==> src/rtl/dcache_pkg.sv <==
// Shared types and address-field helpers for the wb_dcache data cache.
package dcache_pkg;

  localparam int DEF_LINE_ADDR_LEN = 3;
  localparam int DEF_SET_ADDR_LEN  = 2;
  localparam int DEF_TAG_ADDR_LEN  = 12;

  localparam int WORD_BITS = 32;
  localparam int WORD_LSB  = 2;

  typedef enum logic [1:0] {
    IDLE,
    SWAP_OUT,
    SWAP_IN,
    SWAP_IN_OK
  } state_e;

  function automatic int line_bits(input int line_addr_len);
    return WORD_BITS << line_addr_len;
  endfunction

  function automatic int set_lsb(input int line_addr_len);
    return WORD_LSB + line_addr_len;
  endfunction

  function automatic int tag_lsb(input int line_addr_len, input int set_addr_len);
    return WORD_LSB + line_addr_len + set_addr_len;
  endfunction

endpackage

==> src/rtl/dcache_stats.sv <==
// Saturating access/miss counters for wb_dcache; cleared by synchronous reset.
module dcache_stats (
  input  logic        clk,
  input  logic        rst,
  input  logic        access_i,
  input  logic        miss_i,
  output logic [31:0] access_cnt_o,
  output logic [31:0] miss_cnt_o
);

  logic [31:0] access_q;
  logic [31:0] miss_q;

  always_ff @(posedge clk) begin
    if (rst) begin
      access_q <= '0;
      miss_q   <= '0;
    end else begin
      if (access_i && access_q != '1) access_q <= access_q + 32'd1;
      if (miss_i && miss_q != '1)     miss_q   <= miss_q + 32'd1;
    end
  end

  assign access_cnt_o = access_q;
  assign miss_cnt_o   = miss_q;

endmodule

==> src/rtl/wb_dcache.sv <==
// Direct-mapped write-back, write-allocate data cache with a line-wide memory port.
// Defining DCACHE_STATS_EN adds saturating access_cnt / miss_cnt outputs.
module wb_dcache
  import dcache_pkg::*;
#(
  parameter int LINE_ADDR_LEN = DEF_LINE_ADDR_LEN,
  parameter int SET_ADDR_LEN  = DEF_SET_ADDR_LEN,
  parameter int TAG_ADDR_LEN  = DEF_TAG_ADDR_LEN
) (
  input  logic                                  clk,
  input  logic                                  rst,
  input  logic [31:0]                           addr,
  input  logic                                  rd_req,
  input  logic                                  wr_req,
  input  logic [31:0]                           wr_data,
  output logic [31:0]                           rd_data,
  output logic                                  miss,
  output logic                                  mem_req,
  output logic                                  mem_we,
  output logic [TAG_ADDR_LEN+SET_ADDR_LEN-1:0]  mem_addr,
  output logic [line_bits(LINE_ADDR_LEN)-1:0]   mem_wdata,
  input  logic [line_bits(LINE_ADDR_LEN)-1:0]   mem_rdata,
  input  logic                                  mem_ack
`ifdef DCACHE_STATS_EN
  ,
  output logic [31:0]                           access_cnt,
  output logic [31:0]                           miss_cnt
`endif
);

  localparam int LINE_WORDS = 2 ** LINE_ADDR_LEN;
  localparam int SETS       = 2 ** SET_ADDR_LEN;
  localparam int LINE_W     = line_bits(LINE_ADDR_LEN);
  localparam int SET_LSB    = set_lsb(LINE_ADDR_LEN);
  localparam int TAG_LSB    = tag_lsb(LINE_ADDR_LEN, SET_ADDR_LEN);

  logic [LINE_ADDR_LEN-1:0] off;
  logic [SET_ADDR_LEN-1:0]  set;
  logic [TAG_ADDR_LEN-1:0]  tag;
  logic                     unused_addr_bits;

  assign off = addr[WORD_LSB +: LINE_ADDR_LEN];
  assign set = addr[SET_LSB +: SET_ADDR_LEN];
  assign tag = addr[TAG_LSB +: TAG_ADDR_LEN];
  assign unused_addr_bits = ^{addr[1:0], addr >> (TAG_LSB + TAG_ADDR_LEN)};

  logic [31:0]             data_q [SETS][LINE_WORDS];
  logic [TAG_ADDR_LEN-1:0] tag_q  [SETS];
  logic [SETS-1:0]         valid_q;
  logic [SETS-1:0]         dirty_q;

  state_e                  state_q;
  logic [TAG_ADDR_LEN-1:0] line_tag_q;
  logic [SET_ADDR_LEN-1:0] line_set_q;
  logic [LINE_W-1:0]       fill_q;
  logic [31:0]             rd_data_q;
  logic                    mem_req_q;
  logic                    mem_we_q;
  logic [TAG_ADDR_LEN+SET_ADDR_LEN-1:0] mem_addr_q;
  logic [LINE_W-1:0]       mem_wdata_q;

  logic              req;
  logic              hit;
  logic              hit_done;
  logic              word_we;
  logic [LINE_W-1:0] victim_line;

  assign req      = rd_req | wr_req;
  assign hit      = valid_q[set] && (tag_q[set] == tag);
  assign hit_done = req && hit && (state_q == IDLE);
  assign miss     = req && !((state_q == IDLE) && hit);
  assign word_we  = hit_done && wr_req;

  // NOTE: assign a default before the loop so no bit of victim_line is left to infer a latch.
  always_comb begin
    victim_line = '0;
    for (int w = 0; w < LINE_WORDS; w++) victim_line[w*32 +: 32] = data_q[set][w];
  end

  // NOTE: the data and tag arrays carry no reset; valid_q alone decides whether an entry is usable.
  always_ff @(posedge clk) begin
    if (!rst && state_q == SWAP_IN_OK) begin
      tag_q[line_set_q] <= line_tag_q;
      for (int w = 0; w < LINE_WORDS; w++) data_q[line_set_q][w] <= fill_q[w*32 +: 32];
    end else if (!rst && word_we) begin
      data_q[set][off] <= wr_data;
    end
  end

  // NOTE: all state below is updated with non-blocking assignments so every branch sees pre-edge values.
  always_ff @(posedge clk) begin
    if (rst) begin
      state_q     <= IDLE;
      valid_q     <= '0;
      dirty_q     <= '0;
      rd_data_q   <= '0;
      mem_req_q   <= 1'b0;
      mem_we_q    <= 1'b0;
      mem_addr_q  <= '0;
      mem_wdata_q <= '0;
    end else begin
      case (state_q)
        IDLE: begin
          if (hit_done) begin
            if (wr_req) dirty_q[set] <= 1'b1;
            else        rd_data_q    <= data_q[set][off];
          end else if (req) begin
            line_tag_q <= tag;
            line_set_q <= set;
            mem_req_q  <= 1'b1;
            if (valid_q[set] && dirty_q[set]) begin
              state_q     <= SWAP_OUT;
              mem_we_q    <= 1'b1;
              mem_addr_q  <= {tag_q[set], set};
              mem_wdata_q <= victim_line;
            end else begin
              state_q    <= SWAP_IN;
              mem_we_q   <= 1'b0;
              mem_addr_q <= {tag, set};
            end
          end
        end
        SWAP_OUT: begin
          if (mem_ack) begin
            state_q    <= SWAP_IN;
            mem_we_q   <= 1'b0;
            mem_addr_q <= {line_tag_q, line_set_q};
          end
        end
        SWAP_IN: begin
          if (mem_ack) begin
            state_q   <= SWAP_IN_OK;
            fill_q    <= mem_rdata;
            mem_req_q <= 1'b0;
          end
        end
        SWAP_IN_OK: begin
          valid_q[line_set_q] <= 1'b1;
          dirty_q[line_set_q] <= 1'b0;
          state_q             <= IDLE;
        end
        default: state_q <= IDLE;
      endcase
    end
  end

  assign rd_data   = rd_data_q;
  assign mem_req   = mem_req_q;
  assign mem_we    = mem_we_q;
  assign mem_addr  = mem_addr_q;
  assign mem_wdata = mem_wdata_q;

`ifdef DCACHE_STATS_EN
  logic miss_start;
  assign miss_start = req && !hit && (state_q == IDLE);

  dcache_stats u_stats (
    .clk          (clk),
    .rst          (rst),
    .access_i     (hit_done),
    .miss_i       (miss_start),
    .access_cnt_o (access_cnt),
    .miss_cnt_o   (miss_cnt)
  );
`else
  // Statistics counters are not built in this configuration.
`endif

endmodule

==> config.mk <==
export PLATFORM = sky130hd
export DESIGN_NAME = wb_dcache
export DESIGN_NICKNAME = d
export VERILOG_FILES = /design/src/rtl/dcache_pkg.sv /design/src/rtl/dcache_stats.sv /design/src/rtl/wb_dcache.sv
export SDC_FILE = /design/constraint.sdc
export NUM_CORES = 2
export LEC_CHECK = 0
export CORE_MARGIN = 10
export CORE_UTILIZATION = 35
export CTS_CLUSTER_DIAMETER = 150
export DETAILED_ROUTE_END_ITERATION = 8
export REMOVE_ABC_BUFFERS = 1
export SYNTH_ARGS = -nofsm -noshare
export SYNTH_HDL_FRONTEND = slang
export SYNTH_SLANG_ARGS = --single-unit
==> constraint.sdc <==
create_clock -name clk -period 21 [get_ports clk]
set_input_delay 3.15 -clock clk [delete_from_list [all_inputs] [get_ports clk]]
set_output_delay 3.15 -clock clk [all_outputs]
set_load 0.1 [all_outputs]
# Word-level counts from Yosys, hierarchy flattened
# Memories as Yosys holds them, arrays and structs flattened.
# Cells that the tools add are included.
[op_classes]
shift = 0
div_mod_pow = 0
multipliers = 0
mux = 43
eq_ne = 10
n_addsub = 0
reduce_logical = 27
bitwise_logic = 9
order_cmp = 6
[ops]
columns = ["op", "count"]
rows = [
  ["two-way mux 256 bit", 3],
  ["OR reduction 256 bit", 1],
  ["binary-select mux 32 bit (select 3 bit)", 1],
  ["demux 32 bit (select 3 bit)", 1],
  ["two-way mux 32 bit", 3],
  ["two-way mux 14 bit", 4],
  ["one-hot mux 14 bit (2 select lines)", 1],
  ["AND reduction 4 bit", 5],
  ["two-way mux 1 bit", 14],
  ["== test 12 bit", 1],
  ["logical AND 1 bit", 12],
  ["two-way mux 2 bit", 6],
  ["!= test 2 bit (second input constant)", 6],
  ["AND reduction 3 bit", 3],
  ["two-way mux 4 bit", 2],
  ["bitwise OR 4 bit", 2],
  ["one-hot mux 2 bit (4 select lines)", 1],
  ["one-hot mux 4 bit (2 select lines)", 1],
  ["< comparator 2 x 3 -> 1 bit (second input constant)", 2],
  ["nonzero test 2 bit", 3],
  ["bitwise AND 4 bit", 1],
  ["binary-select mux 1 bit (select 2 bit)", 2],
  ["demux 1 bit (select 2 bit)", 2],
  ["== test 2 bit (second input constant)", 2],
  ["11 further kinds", 16],
]
[totals]
output_inout_bits = 305
mem_bits_rw = 1072
rom_bits = 0
latch_bits = 0
memories = 2
ff_bits = 584
inputBits = 325
elab_cells = 108
[mem_list]
columns = ["name", "words", "word_bits", "rd", "rd_ports_with_merged_regs", "wr", "line", "text"]
rows = [
  ["data_q", 4, 256, 1, 0, 1, "wb_dcache.sv:47", "logic [31:0] data_q [SETS][LINE_WORDS];"],
  ["tag_q", 4, 12, 1, 0, 1, "wb_dcache.sv:48", "logic [TAG_ADDR_LEN-1:0] tag_q [SETS];"],
]

# Logic depth before layout (Yosys ltp)
[logic_depth]
word_depth = 12
mapped_depth = 11

# Worst setup path after synthesis
# OpenSTA, ideal clock, no wires.
[synth_timing]
kind = "input to register"
startpoint = "input port rst"
endpoint = "register fill_q[0] (enable)"
required_ns = 20.124
arrival_ns = 14.355
stages = 4
setup_slack_ns = 5.769
setup_ns = 0.876
path_cell_list = "clkbuf_1 > clkbuf_1 > clkbuf_1 > nor2_1"
[synth_between]
elab_chain_len = 2
[synth_rtl]
columns = ["item", "line", "text"]
rows = [
  ["start, declared", "wb_dcache.sv:11", "input logic rst,"],
  ["inverter 1 bit (no line)", "--", ""],
  ["AND reduction 3 bit (no line)", "--", ""],
  ["end signal, assigned", "wb_dcache.sv:133", "fill_q <= mem_rdata;"],
  ["end, declared", "wb_dcache.sv:55", "logic [LINE_W-1:0] fill_q;"],
]
# No other way between the ends.
# A chain may end at the register's enable or synchronous reset.

# Final worst setup path
[layout_timing]
startpoint = "input port addr[5]"
endpoint = "output port miss"
[layout_between]
elab_chain_len = 6
elab_cells_between_ends = 8
cone_classes = "1 x eq/ne; 2 x mux; 4 x reduce/logical; 1 x memory"
[layout_rtl]
columns = ["item", "line", "text"]
rows = [
  ["start, declared", "wb_dcache.sv:12", "input logic [31:0] addr,"],
  ["memory (4 x 12 bit) or binary-select mux 1 bit (select 2 bit) (tied branches)", "--", ""],
  ["== test 12 bit or two-way mux 1 bit (tied branches)", "wb_dcache.sv:69", "assign hit = valid_q[set] && (tag_q[set] == tag);"],
  ["logical AND 1 bit (*)", "wb_dcache.sv:69", ""],
  ["logical AND 1 bit (*)", "wb_dcache.sv:71", "assign miss = req && !((state_q == IDLE) && hit);"],
  ["zero test 1 bit (*)", "wb_dcache.sv:71", ""],
  ["logical AND 1 bit (*)", "wb_dcache.sv:71", ""],
  ["end, declared", "wb_dcache.sv:17", "output logic miss,"],
]
# Mark *: on every way between the ends. The rest lies on a longest branch, timed or not. The select of a mux whose other input is x is not followed.

==> run summary <==
Slew at the pin closest to its max-slew limit: 1.27 ns
Final core utilization: 0.436
Number of antenna violations at the first check in global routing: 11
H-tree levels: 4
Average wire per cell in the routed design: 31.9 µm
Post-layout total power: 7530 µW
Hold Path Class: reg -> reg
Final layout net count: 4612
RSZ-0062 raised after global routing: no
Arrival time at the worst endpoint: 7.58 ns
Total of endpoints with negative setup slack in the final report: 0
Reg2Reg Depth: 7
Launch point of the worst reg-to-reg path: tag_q[3][10]
Total power density per cell area: 95.6 nW/µm²
Setup bufs post-CTS: 0
Core region area: 181000 µm²
Chip Width: 447 µm
Most frequently used flop master after synthesis: edfxtp_1
Number of rows in the core area: 156
Clk slew on worst S/H paths: 0.06 ns
Skew final: 0.0290 ns
Worst path depth: 8
Reg-to-Reg End: data_q[2][42]
Worst path buffer plus inverter count: 3
Count of warnings emitted by yosys: 0
Max Clk Rate: 0.0932 GHz
All-Layer GR Usage: 0.213
CTS tree: done
Number of distinct standard cells referenced by the synthesized netlist: 51
Flop-to-flop setup slack: 15.39 ns
Placed Instance Area: 72800 µm²
Overall via count from detail_route: 37885
Initial Utilization: 0.352
Most common cell after layout, fill and taps aside: edfxtp_1
Number of buffers created by CTS: 177
Fraction of layout instances using a drive strength above 1: 0.214
Fin crit share: 0.511
Post-synth EDFFs: 1342
Residual DRC count: 0
Required arrival time at the worst endpoint: 17.85 ns
Number of instances in the synthesized netlist: 3690
Detailed Place HPWL: 138000 µm
Element type at the critical path start: input pin
Hold Violations, Final: 0
Family of cells with the greatest summed delay on the critical path: buffers and inverters
CTS Sinks: 1656
Boundary pin count: 630
Avg Inst Size Synth: 17.3 µm²
Number of gates resized after CTS: 0
Maximum number of pins on one net before global-route repair: 155
Global-route wire length before repair: 301000 µm
Wire length reported by the detailed router: 217000 µm
Type of element capturing the critical path: output pin
Hold-fix buffer count after cts: 0
Commonest cells after routing, fill and taps aside: edfxtp_1, clkdlybuf4s50_1, dfxtp_1, o21ai_0, a21oi_1
Worst hold stages: 1
Status: complete, no violations
Die extent in y: 447 µm
Clock insertion delay at the later pin of the skew report: 0.85 ns
Final Instance Area: 78800 µm²
Number of antenna-violating nets in the routed design: 0
Number of buffers added on ports: 614
Endpoint, Worst Hold: valid_q[1]
Drt via density: 5.56
Via count of the first global-routing pass: 38465
Global route overflow: 0
Cell area after synthesis: 63700 µm²
Critical path cell sequence: buf_8 -> buf_4 -> mux4_2 -> xnor2_1 -> nand4_1 -> nor4_4 -> a21oi_1 -> clkdlybuf4s50_1
Setup TNS: 0 ns
Worst relative slew slack: 0.150
Area of the die: 199000 µm²
Leakage: 0.0249 µW
Gpl congestion: 0.764
Signed area change from the synthesized netlist to the final layout: 23.7%
Library cell used as clock root buffer: clkbuf_16
Final period demand of the worst path: 10.73 ns
Seq/Total Area, Yosys: 0.731
MaxCap Viol Count: 0
Hold path start: valid_q[1]
Max rail drop VDD: 0.0000709 V
Max Root-Sink Buffers: 3
Slowest cell on the critical path: clkdlybuf4s50_1
Highest cell delay on the worst timing path: 1.02 ns
Category of the most critical setup path: in -> out
Detailed router's first-iteration violation count: 3905
Total iterations of the first detailed-routing run: 6
Number of max-slew violations in the final report: 0
Number of flip-flops and latches in the synthesized netlist: 1656
Share of synthesized flip-flops with an asynchronous set or reset: 0
Critical path fanouts, max: 43
stage by stage:
step | hold WS [ns] | instances | setup WS, ns
final | 0.457 | 6814 | 10.27
after CTS | 0.459 | 6809 | 10.22
after global placement | 0.428 | 6473 | 10.29
after detailed placement | 0.445 | 6473 | 10.24
after global routing | 0.471 | 6813 | 10.0
after floorplan | 0.421 | 3402 | 6.30
Yosys cell counts (all sizes together), types with 4 or more instances:
cell type | instances | share of area
a41o | 32 | 0.0050
dfxtp | 314 | 0.099
mux2 | 256 | 0.045
mux2i | 44 | 0.0069
a21oi | 274 | 0.022
nor2 | 18 | 0.0011
ha | 5 | 0.00098
clkbuf | 193 | 0.012
edfxtp | 1342 | 0.63
nand2 | 57 | 0.0034
o21ai | 317 | 0.025
xnor2 | 12 | 0.0016
nand3 | 265 | 0.021
o211ai | 13 | 0.0015
or3 | 4 | 0.00039
a21o | 4 | 0.00047
buf | 95 | 0.0066
a22oi | 128 | 0.015
inv | 9 | 0.00053
o41a | 4 | 0.00071
mux4 | 270 | 0.095
sequential cells by signal (all words and copies together) (netlist names), 2 cells and up:
name and flops:
data_q 1024, fill_q 256, mem_wdata 256, tag_q 48, rd_data 32, mem_addr 14
line_tag_q 12, dirty_q 4, valid_q 4, line_set_q 2, state_q 2
area by class of cell:
type	count	area (µm²)
fillers	15918	102000
flip-flops and latches	1656	46600
multi-input cells	1736	16400
repair buffers	701	6840
clock buffers	250	4970
well taps	2370	2970
clock inverters	86	1050
inverters	10	38.8
diodes	5	12.5
power by group:
group	internal [µW]	switching (µW)	total, µW
logic	200	415	615
registers	3670	33.3	3700
clock network	1870	1350	3220
kinds of logic after synthesis:
kind of cell	Yosys count	synth area share
xor+xnor	12	0.00165
buf+inv	298	0.0189
flops	1656	0.731
compound gates	783	0.0712
fa+ha+maj	5	0.000982
mux	570	0.148
simple gates	366	0.0284
worst max-delay path by stage:
stage               startpoint  slack (ns)         to
floorplan              mem_ack        6.30  fill_q[0]
finish                 addr[5]       10.27       miss
detailed placement     addr[5]       10.24       miss
global placement       addr[5]       10.29       miss
global route           addr[5]        10.0       miss
CTS                    addr[5]       10.22       miss
layer usage:
metal  global-route usage  routed length (µm)  vias up
met5                    0                   0        -
met4                0.100               10500        0
met3               0.0353               14000      353
met2                0.355              107000     1691
met1                0.271               85800    19801
li1                     -                   -    16040
Power figures use the tool's default switching activity.
